<file path="src/rtl/systolic_skew_feeder.sv">
// Input-side skew stage for the systolic array: takes one row vector per handshake
// and emits lane k delayed by k cycles, with per-lane enables and an end-of-stream done pulse.
module systolic_skew_feeder #(
  parameter int DATA_W = 8,
  parameter int LANES  = 4,
  parameter int CNT_W  = 8
) (
  input  logic                    clk,
  input  logic                    reset,
  input  logic                    in_valid,
  output logic                    in_ready,
  input  logic [LANES*DATA_W-1:0] in_data,
  input  logic                    in_last,
  output logic [LANES*DATA_W-1:0] out_data,
  output logic [LANES-1:0]        out_en,
  output logic                    done,
  output logic [CNT_W-1:0]        beat_count
);

  typedef enum logic [1:0] {
    IDLE,
    STREAM,
    DRAIN,
    DONE
  } state_t;

  // The drain counter only needs to reach LANES-2 before handing over to DONE.
  localparam int DC_W = (LANES > 2) ? $clog2(LANES - 1) : 1;
  localparam logic [DC_W-1:0] DRAIN_LAST = DC_W'((LANES > 1) ? LANES - 2 : 0);
  localparam state_t AFTER_LAST = (LANES == 1) ? DONE : DRAIN;

  state_t          state;
  state_t          state_next;
  logic [DC_W-1:0] drain_cnt;
  logic [DC_W-1:0] drain_cnt_next;
  logic [CNT_W-1:0] beat_cnt;
  logic [CNT_W-1:0] beat_cnt_next;
  logic            accept;

  assign in_ready   = (state == IDLE) || (state == STREAM);
  assign accept     = in_valid && in_ready;
  assign done       = (state == DONE);
  assign beat_count = beat_cnt;

  always_ff @(posedge clk) begin
    if (reset) begin
      state     <= IDLE;
      drain_cnt <= '0;
      beat_cnt  <= '0;
    end else begin
      state     <= state_next;
      drain_cnt <= drain_cnt_next;
      beat_cnt  <= beat_cnt_next;
    end
  end

  always_comb begin
    state_next     = state;
    drain_cnt_next = drain_cnt;
    beat_cnt_next  = beat_cnt;
    case (state)
      IDLE: begin
        if (accept) begin
          beat_cnt_next = CNT_W'(1);
          if (in_last) begin
            state_next     = AFTER_LAST;
            drain_cnt_next = '0;
          end else begin
            state_next = STREAM;
          end
        end
      end
      STREAM: begin
        if (accept) begin
          beat_cnt_next = beat_cnt + 1'b1;
          if (in_last) begin
            state_next     = AFTER_LAST;
            drain_cnt_next = '0;
          end
        end
      end
      DRAIN: begin
        if (drain_cnt == DRAIN_LAST) begin
          state_next = DONE;
        end else begin
          drain_cnt_next = drain_cnt + 1'b1;
        end
      end
      DONE: begin
        state_next = IDLE;
      end
      default: begin
        state_next = IDLE;
      end
    endcase
  end

  // Lane k is a (k+1)-deep delay line; idle cycles inject zero bubbles so gaps are preserved.
  for (genvar k = 0; k < LANES; k++) begin : g_lane
    logic [DATA_W-1:0] stage_data [0:k];
    logic [k:0]        stage_valid;

    always_ff @(posedge clk) begin
      if (reset) begin
        stage_valid <= '0;
        for (int i = 0; i <= k; i++) begin
          stage_data[i] <= '0;
        end
      end else begin
        stage_valid[0] <= accept;
        stage_data[0]  <= accept ? in_data[k*DATA_W +: DATA_W] : '0;
        for (int i = 1; i <= k; i++) begin
          stage_valid[i] <= stage_valid[i-1];
          stage_data[i]  <= stage_data[i-1];
        end
      end
    end

    assign out_data[k*DATA_W +: DATA_W] = stage_data[k];
    assign out_en[k]                    = stage_valid[k];
  end

endmodule

</file>
<file path="config.mk">
export PLATFORM = sky130hd
export DESIGN_NAME = systolic_skew_feeder
export DESIGN_NICKNAME = d
export VERILOG_FILES = /design/src/rtl/systolic_skew_feeder.sv
export SDC_FILE = /design/constraint.sdc
export NUM_CORES = 1
export LEC_CHECK = 0
export ABC_AREA = 0
export CAP_MARGIN = 40
export CORE_MARGIN = 1.5
export CORE_UTILIZATION = 47
export CTS_CLUSTER_SIZE = 24
export DETAILED_ROUTE_END_ITERATION = 10
export PLACE_DENSITY = 0.78
export SKIP_LAST_GASP = 1
export SLEW_MARGIN = 20
export SYNTH_ARGS = -nofsm -noshare
export SYNTH_HDL_FRONTEND = slang
export SYNTH_SLANG_ARGS = --single-unit
</file>
<file path="constraint.sdc">
create_clock -name clk -period 1.91 [get_ports clk]
set_input_delay 0.382 -clock clk [delete_from_list [all_inputs] [get_ports clk]]
set_output_delay 0.382 -clock clk [all_outputs]
set_load 0.03 [all_outputs]
</file>
==> results.md <==
* Status: complete, no violations
* Clk pin slew, worst setup/hold paths at around 90 ps
* Unrepaired setup endpoints after global routing: no
* CTS tree: done
* WP data required at about 1500 ps
* Worst Path Buf+Inv at 1
* Reg2Reg Depth at 6
* Hold_ws at between 300 and 400 ps
* Initial antenna violation count at 0
* Slowest-stage cell, CP: clkdlybuf4s50_1
* Synth Area per Inst at roughly 11 µm²
* Number of global-route vias before repair at 1,723
* TritonCTS Buffers at 9
* Crit-path cells: clkdlybuf4s50_1
* Ys flop type: dfxtp_1
* Leak at 1.57 nW
* Final instance area at 3990 µm²
* First-pass GRT wire length at 7770 µm
* Syn_nets at 311
* Post-layout util at 63.6%
* Final worst path period need at approximately 1800 ps
* Max-slew violations at 0
* Post-route DRC at 0
* Layout area overhead at 31.6%
* Sequential share of the synthesized area at a little under two thirds
* Routability congestion estimate at approximately 0.80
* IO Pins at 82
* Die Height at 83.3 µm
* Yosys reg bits at 96
* Ys async rst share at 0%
* Clock Latency Late Sink at about 340 ps
* Post-Syn Area at 3030 µm²
* Power Total at 4.32 mW
* Worst setup margin at 84.1 ps
* Worst slew pin tran at between 300 and 400 ps
* Crit path max fanout at 5
* Dpl hpwl at 3210 µm
* Slew margin rel. at 75.8%
* GRT Total Usage at 14.2%
* WHS Path Cells at 2
* Die W at approximately 83 µm
* R2r startpoint: state[0]$_SDFFE_PP0P_
* Hold endpoint: drain_cnt[1]$_SDFFE_PP0P_
* DR vias/cell at 4.46
* Post CTS Setup Buffer Count at 0
* Antenna Violating Nets Remaining at 0
* CTS max path bufs at 2
* Initial DRC Count at 63
* Cell variety after synth at 33
* Core footprint at roughly 6300 µm²
* TritonRoute pass-1 iters at 4
* Vias after detailed routing at 1,877
* VDD IR max at about 0.66 mV
* Worst reg2reg endpoint: state[0]$_SDFFE_PP0P_
* Num rows at 29
* Hold_buf cts at 0
* Share of cells above drive strength 1 at around 8.4%
* Root buffer cell: clkbuf_8
* Critical path class: flop to output pin
* Avg WL per Cell at 10.9 µm
* Final std cells w/o fill at 421
* Post-synth EDFFs at 0
* Final hold violation count at 0
* Placed insts at 405
* Crit path capture type: output pin
* Hold path start: reset
* Clock Skew at 5.99 ps
* Max frequency at 548 MHz
* Final WL at between 4000 and 5000 µm
* Buffers on Ports at 81
* Placed cell areas at approximately 3800 µm²
* Period utilization at a little over nine tenths
* Max Cap Violations at 0
* H-tree depth at 3
* CP top delay family: buffers and inverters
* CP arrival at 1440 ps
* Initial Utilization at 48.3%
* R2R Setup Slk at about 260 ps
* Overflow left after global routing at 0
* Startpoint types: flop
* Ys Warns at 0
* Pre-CTS WS at 120 ps
* Setup TNS at 0 ps
* Synth Instances at 269
* Commonest non-fill, non-tap cell in the layout: dfxtp_1
* Final nets at around 380
* Cell Pwr Density at about 1100 nW/µm²
* Largest net degree at the start of global routing at 40
* N_diodes at 0
* Finish-stage setup viols at 0
* Die Area at a little under 7000 µm²
* Worst path max stage delay at 700 ps
* Tightest Hold Check Type: primary input to flop
* Most frequent cells in the layout: dfxtp_1 (94), clkdlybuf4s50_1 (77), nor2b_1 (55)
* Clock sinks at 96
==> how the worst max path moves through the flow <==
stage                                          start                    endpoint  slack (ps)  cells past startpoint
after CTS                      state[1]$_SDFFE_PP0P_                    in_ready         -60                      5
after floorplan                state[0]$_SDFFE_PP0P_       state[0]$_SDFFE_PP0P_         310                      7
after global routing           state[1]$_SDFFE_PP0P_                    in_ready          20                      5
after global placement                      in_valid  beat_count[7]$_SDFFE_PP0P_         140                      6
final                     beat_count[4]$_SDFFE_PP0P_               beat_count[4]          80                      1
after detailed placement                    in_valid       state[0]$_SDFFE_PP0P_         120                      5
==> layer usage <==
layer	global-route usage (%)	vias to the layer above	part of all wire [%]
met2	21.9	57	47
met5	0	-	0
met4	8.79	0	2.9
li1	-	970	-
met1	16.2	837	41
met3	6.26	13	9.2
==> power by group <==
part / switching [mW] / total (mW) / internal (mW)
combinational: 0.499 / 0.938 / 0.439
clock: 0.640 / 1.15 / 0.508
sequential: 0.0646 / 2.23 / 2.17
==> Yosys cell counts (2+ instances only) <==
cell      count  area share [%]
nand4_1       3            0.62
or4_1         2            0.49
clkbuf_1      5            0.62
nor2b_1      55              11
dfxtp_1      96              63
buf_4        17             4.2
nor2_1       10             1.2
o21ai_0       2            0.33
ha_1          6             2.5
xnor2_1       2            0.58
inv_1         4            0.49
buf_2         3            0.49
nand2_1       7            0.87
and2_1       32             6.6
xor2_1        3            0.87
nor3_1        2            0.33
a21oi_1       3            0.49
o31ai_1       2            0.49
==> flip-flops by register name (all words and copies together), names as in the netlist <==
register and cells:
state 2, drain_cnt 2, g_lane.stage_data 80, g_lane.stage_valid 4, beat_count 8
==> what timing repair did <==
action	CTS	global route
endpoints found under the setup margin	2	2
cloned	0	0
resized for setup	2	5
==> area by class of cell <==
type	instances	area, µm²
clock buffers	11	141
clock inverters	5	31.3
fillers	532	2290
inverters	4	15.0
multi-input cells	142	927
flip-flops and latches	96	1920
well taps	77	96.3
repair buffers	86	855
==> cells by family (layout without fill, tap and decap cells) <==
family / after synthesis / in the layout / synth area share, %
flip-flops: 96 / 96 / 63.4
XOR/XNOR: 5 / 5 / 1.44
adder cells (fa/ha/maj): 6 / 6 / 2.48
AO/OA/AOI/OAI: 14 / 14 / 3.47
multiplexers: 1 / 1 / 0.330
buffers and inverters: 31 / 106 / 6.31
AND/OR/NAND/NOR: 116 / 116 / 22.6
Power figures use the tool's default switching activity.
